$ cat src/rtl/mpu_write_queue.sv
// MPU register interface and pending-write queue feeding the memory manager.
// Register writes are decoded into address, data, stride and fill count.
// {address, data} words go into a show-ahead FIFO. A hardware fill engine
// can push N copies of the latched data.
//
// state   | meaning
// --------+--------------------------------------------------------------
// ST_IDLE | MPU register writes honoured; data writes push one entry
// ST_FILL | one push per cycle while FIFO not full; regs 0-6 ignored
module mpu_write_queue #(
    parameter int ADDR_WIDTH = 17,
    parameter int DATA_WIDTH = 8,
    parameter int FIFO_DEPTH = 16
) (
    input  logic                             clock,
    input  logic                             resetN,
    input  logic                             chipSelect,
    input  logic                             writeEnable,
    input  logic [2:0]                       registerSelect,
    input  logic [7:0]                       registerData,
    input  logic                             queueReadRequest,
    output logic [ADDR_WIDTH+DATA_WIDTH-1:0] queueReadBus,
    output logic                             queueReadEmpty,
    output logic [$clog2(FIFO_DEPTH):0]      queueLevel,
    output logic                             busy,
    output logic                             overflow
);

    localparam int PW = $clog2(FIFO_DEPTH);
    localparam int LW = PW + 1;
    localparam int EW = ADDR_WIDTH + DATA_WIDTH;

    typedef enum logic {
        ST_IDLE,
        ST_FILL
    } state_t;

    state_t                  state_q, state_d;
    logic                    strobe_q, strobe_d;
    logic [ADDR_WIDTH-1:0]   address_q, address_d;
    logic [DATA_WIDTH-1:0]   data_q, data_d;
    logic [7:0]              stride_q, stride_d;
    logic [15:0]             fill_count_q, fill_count_d;
    logic                    overflow_q, overflow_d;
    logic [PW-1:0]           wr_ptr_q, wr_ptr_d;
    logic [PW-1:0]           rd_ptr_q, rd_ptr_d;
    logic [LW-1:0]           count_q, count_d;
    logic [EW-1:0]           mem_q [FIFO_DEPTH];

    logic                    strobe;
    logic                    wr_event;
    logic                    fifo_full;
    logic                    fifo_empty;
    logic [ADDR_WIDTH-1:0]   addr_next;
    logic                    ctl_start;
    logic                    ctl_abort;
    logic                    ctl_clear;
    logic                    reg_write;
    logic                    push_en;
    logic                    pop_en;
    logic                    drop;
    logic [EW-1:0]           push_entry;

    // Edge detect on the MPU strobe plus FIFO status decode.
    always_comb begin
        strobe     = chipSelect & writeEnable;
        wr_event   = strobe & ~strobe_q;
        fifo_full  = (count_q == LW'(FIFO_DEPTH));
        fifo_empty = (count_q == '0);
        addr_next  = address_q + ADDR_WIDTH'(stride_q);
        ctl_start  = wr_event && (registerSelect == 3'd7) && registerData[0];
        ctl_abort  = wr_event && (registerSelect == 3'd7) && registerData[1];
        ctl_clear  = wr_event && (registerSelect == 3'd7) && registerData[2];
        reg_write  = wr_event && (registerSelect != 3'd7) && (state_q == ST_IDLE);
        pop_en     = queueReadRequest & ~fifo_empty;
    end

    // Fill FSM next state, register decode and push/drop decisions.
    always_comb begin
        state_d      = state_q;
        strobe_d     = strobe;
        address_d    = address_q;
        data_d       = data_q;
        stride_d     = stride_q;
        fill_count_d = fill_count_q;
        overflow_d   = overflow_q;
        push_en      = 1'b0;
        drop         = 1'b0;
        push_entry   = {address_q, data_q};

        case (state_q)
            ST_IDLE: begin
                // Abort wins when written together with start.
                if (ctl_start && !ctl_abort && (fill_count_q != 16'd0)) begin
                    state_d = ST_FILL;
                end
            end
            ST_FILL: begin
                if (ctl_abort) begin
                    state_d = ST_IDLE;
                end else if (!fifo_full) begin
                    push_en      = 1'b1;
                    address_d    = addr_next;
                    fill_count_d = fill_count_q - 16'd1;
                    if (fill_count_q == 16'd1) begin
                        state_d = ST_IDLE;
                    end
                end
            end
            default: state_d = ST_IDLE;
        endcase

        if (reg_write) begin
            case (registerSelect)
                3'd0, 3'd1, 3'd2: begin
                    // Byte lane k of the address; bits beyond the width are discarded.
                    for (int i = 0; i < ADDR_WIDTH; i++) begin
                        if ((i / 8) == int'(registerSelect)) begin
                            address_d[i] = registerData[i % 8];
                        end
                    end
                end
                3'd3: begin
                    data_d     = registerData[DATA_WIDTH-1:0];
                    push_entry = {address_q, registerData[DATA_WIDTH-1:0]};
                    if (fifo_full) begin
                        drop = 1'b1;
                    end else begin
                        push_en   = 1'b1;
                        address_d = addr_next;
                    end
                end
                3'd4: stride_d = registerData;
                3'd5: fill_count_d[7:0] = registerData;
                3'd6: fill_count_d[15:8] = registerData;
                default: ;
            endcase
        end

        // A drop in the same cycle as a clear leaves the flag set.
        if (ctl_clear) begin
            overflow_d = 1'b0;
        end
        if (drop) begin
            overflow_d = 1'b1;
        end
    end

    // FIFO pointer and occupancy bookkeeping; a same-cycle pop never frees room for a push.
    always_comb begin
        wr_ptr_d = wr_ptr_q;
        rd_ptr_d = rd_ptr_q;
        count_d  = count_q;
        if (push_en) begin
            wr_ptr_d = wr_ptr_q + PW'(1);
        end
        if (pop_en) begin
            rd_ptr_d = rd_ptr_q + PW'(1);
        end
        case ({push_en, pop_en})
            2'b10:   count_d = count_q + LW'(1);
            2'b01:   count_d = count_q - LW'(1);
            default: count_d = count_q;
        endcase
    end

    // Control and FIFO state registers.
    always_ff @(posedge clock or negedge resetN) begin
        if (!resetN) begin
            state_q      <= ST_IDLE;
            strobe_q     <= 1'b0;
            address_q    <= '0;
            data_q       <= '0;
            stride_q     <= 8'd1;
            fill_count_q <= '0;
            overflow_q   <= 1'b0;
            wr_ptr_q     <= '0;
            rd_ptr_q     <= '0;
            count_q      <= '0;
        end else begin
            state_q      <= state_d;
            strobe_q     <= strobe_d;
            address_q    <= address_d;
            data_q       <= data_d;
            stride_q     <= stride_d;
            fill_count_q <= fill_count_d;
            overflow_q   <= overflow_d;
            wr_ptr_q     <= wr_ptr_d;
            rd_ptr_q     <= rd_ptr_d;
            count_q      <= count_d;
        end
    end

    // Queue storage; contents are only visible through the head while non-empty.
    always_ff @(posedge clock) begin
        if (push_en) begin
            mem_q[wr_ptr_q] <= push_entry;
        end
    end

    assign queueReadEmpty = fifo_empty;
    assign queueReadBus   = fifo_empty ? '0 : mem_q[rd_ptr_q];
    assign queueLevel     = count_q;
    assign busy           = (state_q == ST_FILL);
    assign overflow       = overflow_q;

endmodule

$ cat config.mk
export PLATFORM = sky130hd
export DESIGN_NAME = mpu_write_queue
export DESIGN_NICKNAME = d
export VERILOG_FILES = /design/src/rtl/mpu_write_queue.sv
export SDC_FILE = /design/constraint.sdc
export NUM_CORES = 1
export LEC_CHECK = 0
export CAP_MARGIN = 20
export CORE_MARGIN = 5
export CORE_UTILIZATION = 45
export DETAILED_ROUTE_END_ITERATION = 12
export HOLD_SLACK_MARGIN = 0.02
export PLACE_DENSITY_LB_ADDON = 0.15
export SETUP_SLACK_MARGIN = 0.4
export SYNTH_ARGS = -nofsm -noshare
export SYNTH_HDL_FRONTEND = slang
export SYNTH_SLANG_ARGS = --single-unit
export TNS_END_PERCENT = 30
$ cat constraint.sdc
create_clock -name clock -period 3.3 [get_ports clock]
set_input_delay 0.66 -clock clock [delete_from_list [all_inputs] [get_ports clock]]
set_output_delay 0.66 -clock clock [all_outputs]
set_load 0.01 [all_outputs]
==> results of run 1 <==
## worst max path at each step
stage                        to  depth (start not counted)              start
2_1_floorplan     queueLevel[4]                         13  registerSelect[2]
3_3_place_gp      queueLevel[4]                         12  registerSelect[1]
3_5_place_dp      queueLevel[4]                         12  registerSelect[1]
4_1_cts         queueReadBus[3]                          8        rd_ptr_q[0]
5_1_grt         queueReadBus[2]                          8        rd_ptr_q[0]
6_report       queueReadBus[15]                          8        rd_ptr_q[0]
## placed cells by master, fill, tap and decap left out, drive strengths merged, types with 7 or more instances in the layout
cell	synthesis	final
a211oi	8	8
a21oi	38	38
and2	16	16
buf	26	132
clkbuf	28	61
clkdlybuf4s50	0	21
clkinv	0	20
dfrtp	64	64
edfxtp	400	400
ha	19	19
inv	13	15
mux2	8	8
mux4	125	125
nand2	68	68
nand3	14	14
nand4	7	7
nor2	43	43
nor2b	30	30
nor3	12	12
nor4	7	7
o21ai	39	39
xnor2	17	17
xor2	14	14
## power by group through the flow
stage	combinational (mW)	sequential, mW	clock, mW
after floorplan	4.20	8.08	0
after global placement	6.63	8.32	0
after detailed placement	6.68	8.35	0
after CTS	7.18	8.17	5.51
after global routing	7.69	8.25	5.75
final	7.12	8.16	5.41
## metrics by stage
step / area (sq um) / TNS (ns)
2_1_floorplan: 19550 / 0
3_3_place_gp: 21520 / 0
3_5_place_dp: 21520 / 0
4_1_cts: 23430 / -3.984
5_1_grt: 23480 / -5.028
6_report: 23480 / -3.016
## registers in the layout, indices dropped and copies added, names as in the netlist
signal,flops
stride_q,8
mem_q,400
address_q,17
queueLevel,5
busy,1
wr_ptr_q,4
data_q,8
rd_ptr_q,4
fill_count_q,16
overflow,1
strobe_q,1
## timing repair
item,in CTS,in global routing
endpoints found under the setup margin,26,25
gates resized for setup,109,3
buffers inserted,19,4
gates cloned,6,0
## metal layers
layer  part of all wire  routed length (um)
met1               0.45               20870
met3              0.053                2459
met2               0.48               22340
met4              0.017                 776
met5                  0                   0
## area by class of cell
| cell class | count | area, sq um |
|---|---|---|
| Clock buffer | 60 | 1267 |
| Clock inverter | 29 | 287.8 |
| Fill cell | 3431 | 19500 |
| Inverter | 13 | 48.80 |
| Multi-Input combinational cell | 551 | 5625 |
| Sequential cell | 465 | 13650 |
| Tap cell | 585 | 732.0 |
| Timing Repair Buffer | 160 | 1868 |
## cells by family (layout without fill, tap and decap cells)
family                     after synthesis  after routing  share of synthesized area
buffers and inverters                   67            262                    0.01596
AOI/OAI and AO/OA                      133            133                    0.04358
adders and majority gates               21             21                    0.01423
and+or+nand+nor                        228            228                    0.06236
xor gates and xnor gates                31             31                    0.01391
muxes                                  138            138                     0.1514
DFF                                    465            465                     0.6986
## critical path, delay by kind of cell, from the launching register on
kind                   cells  cell delay, ns
muxes                      2            0.90
buffers and inverters      5            0.72
and+or+nand+nor            1            0.15
DFF                        1            0.49
## synthesized netlist by cell type, drive strengths merged (6+ instances only)
cell / n
nand4: 7
o21ai: 39
nor2: 43
and4: 6
a21oi: 38
nor4: 7
and2: 16
xor2: 14
mux4: 125
inv: 13
a211oi: 8
mux2: 8
ha: 19
buf: 26
nor3: 12
clkbuf: 28
nand2: 68
xnor2: 17
edfxtp: 400
nand3: 14
dfrtp: 64
nor2b: 30
==> results.sh, run 1 <==
export IMPL_vias=10650
export IMPL_dp_cells=1745
export IMPL_rsz0062_at_grt="yes"
export IMPL_syn_to_final_growth_pct=20.26
export IMPL_wl_per_cell_um=24.93
export IMPL_clock_skew_final_ns=0.01474
export IMPL_clk_path_buf_depth=3
export IMPL_crit_chain="buf_12, buf_12, buf_4, buf_12, mux4_2, mux4_2, nor2b_1, buf_2"
export IMPL_hpwl_mm=27.37
export IMPL_finalWirelength_mm=46.44
export IMPL_netlist_area_sq_um=19520
export IMPL_swShare=0.2997
export IMPL_ys_ff_latch=465
export IMPL_tightest_slew_ns=0.8138
export IMPL_worst_path_max_fanout=7
export IMPL_critPathCaptureType="primary output"
export IMPL_syn_inst=1083
export IMPL_pwr_share_clk=0.262
export IMPL_hold_path_class="in -> async"
export IMPL_synth_top_cell_by_area="edfxtp_1"
export IMPL_peakVddDrop_v=0.0004421
export IMPL_top_usage_layer="met2"
export IMPL_synth_distinct_cells=73
export IMPL_fmax_mhz=285.0
export IMPL_num_rows=76
export IMPL_violations="negative setup slack"
export IMPL_synthTopCellsByArea="edfxtp_1, mux4_2, dfrtp_1, nand2_1, ha_1"
export IMPL_globalRouteMet1Util=0.2946
export IMPL_final_max_slew_viol_count=0
export IMPL_internal_power_mw=14.49
export IMPL_cts_root_buf="clkbuf_16"
export IMPL_critPathLaunchType="flip-flop"
export IMPL_holdWs_ns=0.1401
export IMPL_ctsHoldBuffers=0
export IMPL_met3_usage=0.02951
export IMPL_status="finished, violations left"
export IMPL_timing_critical_path_mode_cell="buf_12"
export IMPL_power_leakage_nw=8.109
export IMPL_antenna_found_initial=0
export IMPL_place_ws_ns=0.05444
export IMPL_start_util=0.4542
export IMPL_vias_per_cell=5.714
export IMPL_relSlewSlack=0.4575
export IMPL_design_die_area_sq_um=47650
export IMPL_io_buffers=48
export IMPL_cpPeakStageDelay_ns=0.49
export IMPL_syn_num_nets=1120
export IMPL_post_route_util=0.5463
export IMPL_routabilityCongestion=0.8290
export IMPL_timing_final_crit_period_ns=3.508
export IMPL_finalSetupViolCount=25
export IMPL_p_per_area_nw_per_um2=881.1
export IMPL_hold_viol_final=0
export IMPL_period_share=1.063
export IMPL_p_sw_mw=6.200
export IMPL_synth_top_area_frac=0.6152
export IMPL_n_antenna_cell=0
export IMPL_sequentialPowerShare=0.394
export IMPL_rr_startpoint="address_q[6]"
export IMPL_instances_no_fill=1863
export IMPL_drt_iter0_drc=895
export IMPL_drc=0
export IMPL_cap_violations=0
export IMPL_cp_arrival_ns=2.85
export IMPL_core_area_sq_um=42980
export IMPL_overflow=0
export IMPL_setup_ws_ns=-0.2084
export IMPL_r2r_end="address_q[11]"
export IMPL_die_w_um=218.3
export IMPL_avgSynthCellArea_sq_um=18.03
export IMPL_r2r_setup_slack_ns=0.62
export IMPL_num_nets_final=1276
export IMPL_grtUsageTotal=0.1990
export IMPL_dieHeight_um=218.3
export IMPL_io_pins=49
export IMPL_htree_levels=2
export IMPL_ys_seq_area_frac=0.6986
export IMPL_critPathKind="reg -> out"
export IMPL_grt_pass1_wl_mm=70.45
export IMPL_postRouteAntennaNets=0
export IMPL_total_power_mw=20.69
export IMPL_synth_edf_count=400
export IMPL_grt_pass1_vias=10960
export IMPL_clk_latency_ns=0.58
export IMPL_synthArstFlopShare=0.1398
export IMPL_ys_flop_type="edfxtp_1"
export IMPL_first_pass_iters=5
export IMPL_combPwrFrac=0.344
export IMPL_crit_slowest_cell="dfrtp_4"
export IMPL_tritoncts="done"
export IMPL_worstRegToRegCells=7
export IMPL_ys_warn_count=0
export IMPL_grt_max_degree=38
export IMPL_cts_sinks=465
export IMPL_cts_buffers=48
export IMPL_drive_gt1_frac=0.2911
export IMPL_required_ns=2.64
export IMPL_path_clk_slew_ns=0.06
export IMPL_met2_usage=0.3195
(Power assumes the default switching activity.)
==> run 2: changes to the inputs <==
PLACE_DENSITY = 0.63   (was unset)
PLACE_DENSITY_LB_ADDON = unset   (was 0.15)
==> run 2 against run 1 <==
- the run still ends with negative setup slack left
- global-route usage decreased by 0.17 points
- sequential share of layout area increased by 0.099 points
- non-clock buffer count decreased by 8
- maximum frequency decreased by 0.35%
- final area decreased by 0.16%
- critical path depth unchanged
- routed wire length decreased by 1.4%
- die area unchanged
- critical endpoint is now queueReadBus[5]
==> results.sh, run 2 (synthesis results as in run 1) <==
export IMPL_overflow=0
export IMPL_path_clk_slew_ns=0.06
export IMPL_drive_gt1_frac=0.2846
export IMPL_finalWirelength_mm=45.80
export IMPL_io_buffers=48
export IMPL_postRouteAntennaNets=0
export IMPL_design_die_area_sq_um=47650
export IMPL_setup_ws_ns=-0.2207
export IMPL_place_ws_ns=0.08002
export IMPL_dp_cells=1735
export IMPL_timing_critical_path_mode_cell="buf_12"
export IMPL_clk_path_buf_depth=3
export IMPL_cap_violations=0
export IMPL_swShare=0.3000
export IMPL_relSlewSlack=0.5084
export IMPL_timing_final_crit_period_ns=3.521
export IMPL_final_max_slew_viol_count=0
export IMPL_rsz0062_at_grt="yes"
export IMPL_place_area_sq_um=21390
export IMPL_die_w_um=218.3
export IMPL_antenna_found_initial=0
export IMPL_worstRegToRegCells=7
export IMPL_critPathCaptureType="primary output"
export IMPL_start_util=0.4542
export IMPL_htree_levels=2
export IMPL_finalInstanceArea_sq_um=23440
export IMPL_crit_chain="buf_12, buf_12, buf_12, buf_16, mux4_2, mux4_2, nor2b_1, buf_2"
export IMPL_rr_startpoint="address_q[7]"
export IMPL_hold_path_class="in -> async"
export IMPL_violations="negative setup slack"
export IMPL_nFillCells=3394
export IMPL_worst_path_buf_inv=5
export IMPL_wl_per_cell_um=24.75
export IMPL_period_share=1.067
export IMPL_internal_power_mw=14.42
export IMPL_r2r_end="address_q[9]"
export IMPL_p_per_area_nw_per_um2=878.5
export IMPL_hpwl_mm=26.16
export IMPL_cp_arrival_ns=2.86
export IMPL_fmax_mhz=284.0
export IMPL_dieHeight_um=218.3
export IMPL_cpPeakStageDelay_ns=0.52
export IMPL_clock_skew_final_ns=0.02106
export IMPL_post_route_util=0.5454
export IMPL_num_rows=76
export IMPL_pwr_share_clk=0.255
export IMPL_critPathLaunchType="flip-flop"
export IMPL_drc=0
export IMPL_critPathKind="reg -> out"
export IMPL_cts_buffers=48
export IMPL_power_leakage_nw=8.062
export IMPL_tightest_slew_ns=0.7374
export IMPL_sequentialPowerShare=0.397
export IMPL_routabilityCongestion=0.8683
export IMPL_vias=10690
export IMPL_critical_path_top_delay_family="multiplexers"
export IMPL_grt_pass1_vias=10980
export IMPL_setup_tns_ns=-2.355
export IMPL_core_area_sq_um=42980
export IMPL_cts_sinks=465
export IMPL_hold_viol_final=0
export IMPL_grt_pass1_wl_mm=69.86
export IMPL_peakVddDrop_v=0.0004545
export IMPL_largest_reg_flops=400
export IMPL_syn_to_final_growth_pct=20.07
export IMPL_worst_path_max_fanout=8
export IMPL_drt_iter0_drc=1193
export IMPL_vias_per_cell=5.780
export IMPL_grtUsageTotal=0.1973
export IMPL_required_ns=2.64
export IMPL_combPwrFrac=0.348
export IMPL_first_pass_iters=5
export IMPL_instances_no_fill=1850
export IMPL_clk_latency_ns=0.58
export IMPL_status="finished, violations left"
export IMPL_reg_top3="mem_q (400), address_q (17), fill_count_q (16)"
export IMPL_p_sw_mw=6.178
export IMPL_n_antenna_cell=0
export IMPL_largest_register="mem_q"
export IMPL_crit_slowest_cell="dfrtp_4"
export IMPL_layout_commonest_cell="edfxtp_1"
export IMPL_finalSetupViolCount=19
export IMPL_num_nets_final=1268
export IMPL_r2r_setup_slack_ns=0.58
export IMPL_io_pins=49
export IMPL_final_cell_mix="edfxtp_1, mux4_2, nand2_1"
export IMPL_tritoncts="done"
export IMPL_grt_max_degree=40
export IMPL_cts_root_buf="clkbuf_16"
[run 2: cell types whose count changed in the layout (fill, tap and decap cells not counted), moves of 3 or more]
cell and delta:
clkinv_1 -8, and2_1 +9, buf_2 +3, clkinvlp_4 +3, buf_4 -12, and4_1 +3, and4_2 -3, and2_2 -9
buf_16 +3
[run 2: worst reg2reg max path, stage by stage, from the launching register on]
cell and delay, ns:
dfrtp_1 0.73, ha_1 0.40, a21oi_1 0.23, nand2_1 0.10, nand2_1 0.26, a21oi_1 0.22
o311a_1 0.37, a311o_1 0.29
[run 2: layout make-up]
type                            instances  area, sq um  share of cell area
Multi-Input combinational cell        551         5617              0.2396
Timing Repair Buffer                  152         1869             0.07974
Clock buffer                           62         1296             0.05530
Tap cell                              585        732.0             0.03123
Inverter                               13        48.80            0.002082
Sequential cell                       465        13650              0.5823
Clock inverter                         22        227.7            0.009714
[run 2: worst max path at each step]
stage	from	endpoint	slack, ns	cells after the start
floorplan	registerSelect[2]	queueLevel[4]	0.32	13
global placement	registerSelect[1]	queueLevel[4]	0.08	12
detailed placement	registerSelect[1]	queueLevel[4]	0.08	12
CTS	rd_ptr_q[0]	queueReadBus[1]	-0.23	8
global route	rd_ptr_q[0]	queueReadBus[4]	-0.29	8
finish	rd_ptr_q[0]	queueReadBus[5]	-0.22	8
[run 2: layer usage]
metal,up-vias,routed length (um),part of all wire,track usage
met3,68,3130,0.068,0.03034
met2,439,22200,0.48,0.3155
met1,5536,19280,0.42,0.2823
li1,4650,-,-,-
met4,0,1190,0.026,0.06385
met5,-,0,0,0
[run 2: stage by stage]
| step | hold slack [ns] | power [mW] |
|---|---|---|
| final | 0.1163 | 20.59 |
| after global routing | 0.1673 | 21.65 |
| after CTS | 0.1135 | 20.78 |
| after detailed placement | 0.4576 | 14.86 |
| after global placement | 0.4515 | 14.75 |
| after floorplan | 0.3644 | 12.27 |
[run 2: timing repair]
item,CTS,global route
cloned,9,0
setup endpoints to repair,26,27
resized for setup,125,0
hold buffers,0,0
setup buffers,20,2
[run 2: power groups by stage]
stage	Sequential (mW)	Combinational (mW)	Clock, mW
finish	8.17	7.16	5.26
global route	8.28	7.73	5.64
CTS	8.18	7.21	5.39
detailed placement	8.33	6.53	0
global placement	8.29	6.46	0
floorplan	8.08	4.20	0
==> run 3: changes to the inputs <==
PLACE_DENSITY = 0.64   (was 0.63)
==> run 3 against run 2 <==
- the flow still finishes with violations (negative setup slack)
- flip-flop and latch count unchanged
- largest power group unchanged
- critical path type unchanged
- non-clock buffer count down 3
- total power up 0.98%
- routed wire length down 1.1%
- maximum frequency is 0.31% lower
- die area is the same
- global-route usage decreased by 0.25 points
- hold slack improved by 0.35 ns
- utilization is 0.17 points higher
==> results.sh, run 3 (synthesis results as in run 1) <==
export IMPL_status="finished, violations left"
export IMPL_violations="negative setup slack"
export IMPL_num_nets_final=1265
export IMPL_cpPeakStageDelay_ns=0.54
export IMPL_crit_chain="buf_12, buf_12, buf_16, buf_8, mux4_2, mux4_2, nor2b_4, buf_6"
export IMPL_holdWs_ns=0.4678
export IMPL_vias=10540
export IMPL_clk_latency_ns=0.59
export IMPL_worstRegToRegCells=7
export IMPL_path_clk_slew_ns=0.06
export IMPL_first_pass_iters=5
export IMPL_n_antenna_cell=0
export IMPL_drive_gt1_frac=0.2883
export IMPL_drc=0
export IMPL_design_die_area_sq_um=47650
export IMPL_tightest_slew_ns=0.7801
export IMPL_globalRouteMet1Util=0.2719
export IMPL_die_w_um=218.3
export IMPL_relSlewSlack=0.4799
export IMPL_io_buffers=48
export IMPL_htree_levels=2
export IMPL_routabilityCongestion=0.8417
export IMPL_total_power_mw=20.79
export IMPL_r2r_end="address_q[11]"
export IMPL_drt_iter0_drc=923
export IMPL_rr_startpoint="address_q[6]"
export IMPL_dp_cells=1738
export IMPL_met2_usage=0.3205
export IMPL_critPathCaptureType="primary output"
export IMPL_antenna_found_initial=0
export IMPL_final_max_slew_viol_count=0
export IMPL_p_sw_mw=6.250
export IMPL_place_ws_ns=-0.01975
export IMPL_r2r_setup_slack_ns=0.66
export IMPL_final_cell_mix="edfxtp_1, mux4_2, nand2_1"
export IMPL_post_route_util=0.5471
export IMPL_wl_per_cell_um=24.47
export IMPL_p_per_area_nw_per_um2=884.3
export IMPL_grtUsageTotal=0.1947
export IMPL_critical_path_top_delay_family="multiplexers"
export IMPL_worst_path_max_fanout=5
export IMPL_top_usage_layer="met2"
export IMPL_tritoncts="done"
export IMPL_internal_power_mw=14.54
export IMPL_largest_reg_flops=400
export IMPL_period_share=1.070
export IMPL_instances_no_fill=1851
export IMPL_finalSetupViolCount=24
export IMPL_cts_root_buf="clkbuf_16"
export IMPL_swShare=0.3005
export IMPL_grt_pass1_wl_mm=69.40
export IMPL_power_leakage_nw=8.102
export IMPL_critPathKind="reg -> out"
export IMPL_dieHeight_um=218.3
export IMPL_peakVddDrop_v=0.0005180
export IMPL_core_area_sq_um=42980
export IMPL_io_pins=49
export IMPL_rsz0062_at_grt="yes"
export IMPL_syn_to_final_growth_pct=20.44
export IMPL_start_util=0.4542
export IMPL_nFillCells=3373
export IMPL_setup_ws_ns=-0.2316
export IMPL_num_rows=76
export IMPL_overflow=0
export IMPL_crit_slowest_cell="mux4_2"
export IMPL_fmax_mhz=283.2
export IMPL_clock_skew_final_ns=0.01839
export IMPL_grt_max_degree=43
export IMPL_finalWirelength_mm=45.30
export IMPL_postRouteAntennaNets=0
export IMPL_required_ns=2.64
export IMPL_largest_register="mem_q"
export IMPL_hold_path_class="reg -> reg"
export IMPL_pwr_share_clk=0.257
export IMPL_combPwrFrac=0.351
export IMPL_hpwl_mm=26.69
export IMPL_worst_path_buf_inv=5
export IMPL_layout_commonest_cell="edfxtp_1"
export IMPL_cap_violations=0
export IMPL_met3_usage=0.03463
export IMPL_setup_tns_ns=-3.877
export IMPL_sequentialPowerShare=0.392
export IMPL_vias_per_cell=5.696
export IMPL_grt_pass1_vias=10990
export IMPL_min_to="data_q[3]"
export IMPL_cp_arrival_ns=2.87
export IMPL_hold_path_startpoint="data_q[3]"
export IMPL_clk_path_buf_depth=3
export IMPL_cts_sinks=465
export IMPL_place_area_sq_um=21500
export IMPL_hold_viol_final=0
export IMPL_critPathLaunchType="flip-flop"
export IMPL_timing_final_crit_period_ns=3.532
export IMPL_hold_depth=2
export IMPL_finalInstanceArea_sq_um=23510
export IMPL_reg_top3="mem_q (400), address_q (17), fill_count_q (16)"
export IMPL_cts_buffers=48
==> run 3: cell types whose count changed in the layout (fill, tap and decap cells not counted), sizes merged <==
cell | before | now
bufbuf | 0 | 1
dlygate4sd3 | 0 | 1
clkinv | 13 | 21
buf | 127 | 123
dlygate4sd2 | 2 | 1
clkbuf | 62 | 61
clkinvlp | 4 | 1
==> run 3: final cells by class <==
cell class,count,area (sq um),share of cell area
Tap cell,585,732.0,0.03113
Clock inverter,27,244.0,0.01038
Clock buffer,61,1313,0.05582
Sequential cell,465,13650,0.5805
Multi-Input combinational cell,551,5638,0.2398
Inverter,13,48.80,0.002075
Timing Repair Buffer,149,1889,0.08035
==> run 3: repair_timing <==
item	4_1_cts	5_1_grt
resized for setup	132	8
pin swaps	1	2
endpoints found under the hold margin	15	0
endpoints found under the setup margin	26	27
buffers inserted	15	1
cloned	8	0
hold buffers	1	0
==> run 3: metal layers <==
metal / wire [um] / up-vias
met5: 0 / -
met4: 1142 / 0
met3: 2677 / 71
met2: 22420 / 356
met1: 19060 / 5463
li1: - / 4653
==> run 3: how the worst max path moves through the flow <==
stage,cells past startpoint,endpoint,from
after detailed placement,13,queueLevel[4],registerSelect[0]
after floorplan,13,queueLevel[4],registerSelect[2]
after global placement,13,queueLevel[4],registerSelect[0]
after CTS,8,queueReadBus[6],rd_ptr_q[0]
after global routing,8,queueReadBus[24],rd_ptr_q[0]
final,8,queueReadBus[24],rd_ptr_q[0]
==> run 3: tightest hold or removal path, stage by stage, from the launching register on <==
cell,delay [ns]
dfrtp_1,0.32
nand2_1,0.06
nand2_1,0.06
==> run 3: power groups by stage <==
stage | registers, mW | logic, mW | clock network (mW)
finish | 8.15 | 7.30 | 5.34
global route | 8.24 | 7.86 | 5.71
CTS | 8.16 | 7.37 | 5.43
detailed placement | 8.27 | 6.84 | 0
global placement | 8.22 | 6.76 | 0
floorplan | 8.08 | 4.20 | 0
==> variant 1 (flow settings as in run 3) <==
Take the reset off `address_q` and load it in a clocked block of its own.
--- a/src/rtl/mpu_write_queue.sv
+++ b/src/rtl/mpu_write_queue.sv
@@ -170,5 +170,4 @@
             state_q      <= ST_IDLE;
             strobe_q     <= 1'b0;
-            address_q    <= '0;
             data_q       <= '0;
             stride_q     <= 8'd1;
@@ -181,5 +180,4 @@
             state_q      <= state_d;
             strobe_q     <= strobe_d;
-            address_q    <= address_d;
             data_q       <= data_d;
             stride_q     <= stride_d;
@@ -192,4 +190,8 @@
     end
 
+    always_ff @(posedge clock) begin
+        address_q <= address_d;
+    end
+
     // Queue storage; contents are only visible through the head while non-empty.
     always_ff @(posedge clock) begin
Behaviour: not the same (a bounded check fails within 4 cycles, from zero or initial values and one cycle with resetN low).
==> variant 1 against run 3 <==
  * The run still ends with setup timing left
  * Power down 1.4%
  * First-iteration DRC count shrank 3.6%
  * Wire length is 5.0% lower
  * Global-route usage shrank 1.0 points
  * Critical path depth is the same
  * Final area decreased by 0.83%
  * Sequential power hardly changed
  * Fmax grew 2.6%
  * Setup slack better by 0.090 ns
  * Sequential cell count stayed put
  * Synthesized area down 0.44%
  * Count of clock-buffer cells in the layout fell by 4
  * Combinational power is 3% lower
  * Sequential share of layout area rose by 0.12 points
  * Largest power group unchanged
==> variant 1: results (changes against run 3) <==
placed_cell_area_mm2: 0.0213  # was 0.0215 mm^2
tns_ns: -1.69  # was -3.88 ns
violations: "setup timing"  # unchanged
worst_skew_pair.late_latency_ns: 0.57  # was 0.59 ns
regToRegStartpoint: "address_q[3]$_DFF_P_"  # was address_q[6]$_DFF_PN0_
top_regs: "mem_q: 400 flops, address_q: 17 flops, fill_count_q: 16 flops"  # unchanged
finalClockSkew_ns: 0.0147  # was 0.0184 ns
mostFrequentLayoutCell: "edfxtp_1"  # unchanged
drive_above_1_share_pct: 29.3  # was 28.8%
setup_ws_ns: -0.142  # was -0.232 ns
grtUsageMet3_pct: 3.11  # was 3.46%
nets: 1274  # was 1,265
grtUsageMet1_pct: 26.2  # was 27.2%
finalWeightedCongestion: 0.845  # was 0.842
root_buffer: "clkbuf_16"  # unchanged
cts.reportedPaths.clkPinSlew_ns: 0.06  # about the same
path_delay_family: "multiplexers"  # unchanged
track_usage_pct: 18.5  # was 19.5%
slew_violations: 0  # unchanged
grt_use_met2_pct: 30.5  # was 32.1%
grt_max_degree: 32  # was 43
slew_headroom_pct: 44.3  # was 48.0%
p_leak_nw: 8.01  # was 8.10 nW
slowest_stage: "dfrtp_4"  # was mux4_2
hold_path.class: "in -> async"  # was reg -> reg
async_reset_ff_share_pct: 10.3  # was 14.0%
grt_pass1_vias: 10800  # was 11.0k
via_count: 10400  # was 10.5k
synth_nets: 1120  # unchanged
design_area_mm2: 0.0233  # was 0.0235 mm^2
yosysWarnings: 0  # unchanged
dp.final_hpwl_um: 26200  # was 26,700 um
h-tree-depth: 2  # unchanged
finalSetupViolCount: 22  # was 24
firstDrtPassIters: 5  # unchanged
synth_edf_count: 400  # unchanged
port_buffers: 48  # unchanged
antenna_found_initial: 0  # unchanged
synth_commonest_cells: "400 x edfxtp_1, 125 x mux4_2, 67 x nand2_1, 47 x dfrtp_1, 42 x nor2_1"  # was 400 x edfxtp_1, 125 x mux4_2, 67 x nand2_1, 64 x dfrtp_1, 42 x nor2_1
wl_per_cell_um: 23.2  # was 24.5 um
clock_path_buffers: 3  # unchanged
yosysUniqueCellTypes: 74  # was 73
diodes: 0  # unchanged
yosysSeqAreaShare_pct: 69.7  # was 69.9%
status: "finished, violations left"  # unchanged
cp_max_fo: 6  # was 5
drtIter0Drc: 890  # was 923
ys_top_cells_by_area: "edfxtp_1 62%, mux4_2 14%, dfrtp_1 6.1%"  # was edfxtp_1 62%, mux4_2 14%, dfrtp_1 8.2%
peakVddDrop_v: 0.000465  # was 0.000518 V
grt_pass1_wl_um: 66400  # was 69,400 um
cpPeakStageDelay_ns: 0.50  # was 0.54 ns
worstSetupStartpoint: "rd_ptr_q[0]$_DFFE_PN0P_"  # unchanged
numCtsBuffers: 48  # unchanged
cp.arrival_ns: 2.78  # was 2.87 ns
[variant 1: logic make-up (layout without fill, tap and decap cells)]
| group | Yosys count | in the layout | synth area share, % |
|---|---|---|---|
| flip-flops | 465 | 465 | 69.7 |
| adder cells (fa/ha/maj) | 21 | 21 | 1.43 |
| XOR/XNOR | 31 | 31 | 1.40 |
| AO/OA/AOI/OAI | 133 | 133 | 4.38 |
| AND/OR/NAND/NOR | 228 | 228 | 6.26 |
| multiplexers | 138 | 138 | 15.2 |
| buffers and inverters | 67 | 257 | 1.60 |
[variant 1: area by class of cell]
type	instances	area, um^2
clock buffers	57	1260
clock inverters	29	290
fillers	3330	19600
inverters	13	48.8
multi-input cells	551	5650
flip-flops and latches	465	13600
well taps	585	732
repair buffers	158	1780
[variant 1: per-stage QoR]
step,std cells,setup slack (ns)
finish,1858,-0.142
global route,1858,-0.218
CTS,1851,-0.228
detailed placement,1745,0.0280
global placement,1745,0.0365
floorplan,1083,0.318
[variant 1: what timing repair did]
action | in CTS | in global routing
gates resized for setup | 124 | 22
gates cloned | 3 | 2
setup endpoints to repair | 26 | 25
buffers inserted | 17 | 5
pin swaps | 1 | 0
[variant 1: power breakdown]
part	internal (mW)	total (mW)	switching, mW
registers	7.51	8.12	0.607
logic	3.80	7.10	3.30
clock network	3.12	5.28	2.17
[variant 1: final timing paths]
kind                       cells after the start                    endpoint  slack, ns
min in group clock                             2       data_q[0]$_DFFE_PN0P_       0.47
max in group asynchronous                      2     stride_q[0]$_DFFE_PN1P_       2.37
max                                            8             queueReadBus[1]      -0.14
min                                            1  fill_count_q[14]$_DFF_PN0_       0.09
min reg2reg                                    2       data_q[0]$_DFFE_PN0P_       0.47
max reg2reg                                    8        address_q[9]$_DFF_P_       0.68
[variant 1: layer usage]
layer  wire length, um  up-vias  part of all wire [%]
li1                  -     4657                     -
met1             18600     5405                    43
met2             21300      316                    50
met3              2420       47                   5.6
met4               685        0                   1.6
met5                 0        -                     0
[variant 1: worst reg2reg max path: cells and delay by family, from the launching register on]
family / cells / cell delay [ns]
compound gates: 4 / 1.24
fa+ha+maj: 1 / 0.37
buf+inv: 1 / 0.19
flops: 1 / 0.30
simple gates: 2 / 0.40
==> variant 2 (config.mk and constraints of run 3) <==
Without the edit above. Set the parameter `ADDR_WIDTH` to 15 (it was 17).
--- a/src/rtl/mpu_write_queue.sv
+++ b/src/rtl/mpu_write_queue.sv
@@ -9,5 +9,5 @@
 // ST_FILL | one push per cycle while FIFO not full; regs 0-6 ignored
 module mpu_write_queue #(
-    parameter int ADDR_WIDTH = 17,
+    parameter int ADDR_WIDTH = 15,
     parameter int DATA_WIDTH = 8,
     parameter int FIFO_DEPTH = 16
Ports: changed (resized queueReadBus); port bits go from 49 to 47. No check against the original RTL was run, so the function may have changed too.
==> variant 2 against run 3 <==
  * Non-clock buffer count increased by 18
  * The flow still finishes with violations (setup timing)
  * Sequential cell count decreased by 34
  * Wire length decreased by 9.5%
  * Final area decreased by 6.8%
  * Critical path depth unchanged
  * Synthesized area decreased by 7.7%
  * Sequential power decreased by 4.8%
  * Clock skew increased by 0.0053 ns
  * Largest power group unchanged
  * Power decreased by 5.5%
  * Setup slack improved by 0.069 ns
==> variant 2: results (changes against run 3) <==
clock_path_buffers: 3  # unchanged
p_leak_nw: 7.54  # was 8.10 nW
drive_above_1_share_pct: 31.9  # was 28.8%
nFillCells: 3123  # was 3,373
finalWeightedCongestion: 0.825  # was 0.842
violations: "setup timing"  # unchanged
routed_via_density: 5.64  # was 5.70
dp_slack_ns: -0.0817  # was -0.0197 ns
finalSetupViolCount: 19  # was 24
synth_edf_count: 368  # was 400
finalClockSkew_ns: 0.0237  # was 0.0184 ns
track_usage_pct: 18.7  # was 19.5%
fin_cells: 1703  # was 1,851
wl_per_cell_um: 24.1  # was 24.5 um
async_reset_ff_share_pct: 14.6  # was 14.0%
numCtsBuffers: 44  # was 48
top_regs: "mem_q: 368 flops, fill_count_q: 16 flops, address_q: 15 flops"  # was mem_q: 400 flops, address_q: 17 flops, fill_count_q: 16 flops
nets: 1181  # was 1,265
port_buffers: 46  # was 48
worst_skew_pair.late_latency_ns: 0.55  # was 0.59 ns
status: "finished, violations left"  # unchanged
placed_cell_area_mm2: 0.0200  # was 0.0215 mm^2
slew_headroom_pct: 48.6  # was 48.0%
yosysUniqueCellTypes: 60  # was 73
cp_max_fo: 6  # was 5
dp.cells: 1588  # was 1,738
ys_top_cells_by_area: "edfxtp_1 61%, mux4_2 14%, dfrtp_1 8.6%"  # was edfxtp_1 62%, mux4_2 14%, dfrtp_1 8.2%
tns_ns: -2.12  # was -3.88 ns
grt_pass1_wl_um: 62300  # was 69,400 um
multi_input_area_mm2: 0.00522  # was 0.00564 mm^2
synth_commonest_cells: "368 x edfxtp_1, 115 x mux4_2, 62 x dfrtp_1, 46 x nor2_1, 40 x nand2_1"  # was 400 x edfxtp_1, 125 x mux4_2, 67 x nand2_1, 64 x dfrtp_1, 42 x nor2_1
setup_ws_ns: -0.162  # was -0.232 ns
peakVddDrop_v: 0.000541  # was 0.000518 V
hold_path.class: "in -> async"  # was reg -> reg
cp.arrival_ns: 2.80  # was 2.87 ns
synth_cells: 985  # was 1,083
grt_pass1_vias: 9973  # was 11.0k
drtIter0Drc: 774  # was 923
yosysSeqAreaShare_pct: 70.1  # was 69.9%
grt_max_degree: 36  # was 43
synth_nets: 1022  # was 1,120
[variant 2: cells by family after synthesis]
kind of cell	share of synthesized area [%]
AOI/OAI and AO/OA	3.76
muxes	16.2
xor gates and xnor gates	1.60
DFF	70.1
adders and majority gates	1.54
buffers and inverters	1.75
and+or+nand+nor	5.05
[variant 2: final timing paths]
check	start	end	slack, ns	depth (start not counted)
setup reg to reg	address_q[1]$_DFF_PN0_	address_q[14]$_DFF_PN0_	0.59	7
hold reg to reg	data_q[2]$_DFFE_PN0P_	data_q[2]$_DFFE_PN0P_	0.49	1
max in group asynchronous	resetN	stride_q[0]$_DFFE_PN1P_	2.40	2
min in group clock	data_q[2]$_DFFE_PN0P_	data_q[2]$_DFFE_PN0P_	0.49	1
hold / removal	resetN	queueLevel[4]$_DFFE_PN0P_	0.19	1
setup / recovery	rd_ptr_q[0]$_DFFE_PN0P_	queueReadBus[8]	-0.16	8
[variant 2: area by class of cell]
type	count	area share [%]
flip-flops and latches	431	57.7
repair buffers	167	8.68
well taps	525	3.00
clock buffers	54	5.19
inverters	12	0.206
clock inverters	26	1.45
multi-input cells	488	23.8
[variant 2: routing by layer]
layer	GRT usage, %	share of wire [%]
met1	26.0	42
met3	2.29	4.3
met5	0	0
met2	32.2	52
met4	4.12	1.7
[variant 2: critical path: cells and delay by family (launching register included)]
family,cells,cell delay (ns)
mux,2,0.95
simple gates,1,0.16
buf+inv,5,0.66
flops,1,0.50
[variant 2: power by group]
part	switching (mW)	total [mW]	internal (mW)
clock network	1.99	4.99	3.01
logic	3.20	6.90	3.70
registers	0.702	7.76	7.06
total	5.89	19.7	13.8
[variant 2: repair_timing]
action,CTS,global route
setup endpoints to repair,24,24
pin swaps,0,1
gates cloned,2,0
resized for setup,126,4
buffers inserted,24,9
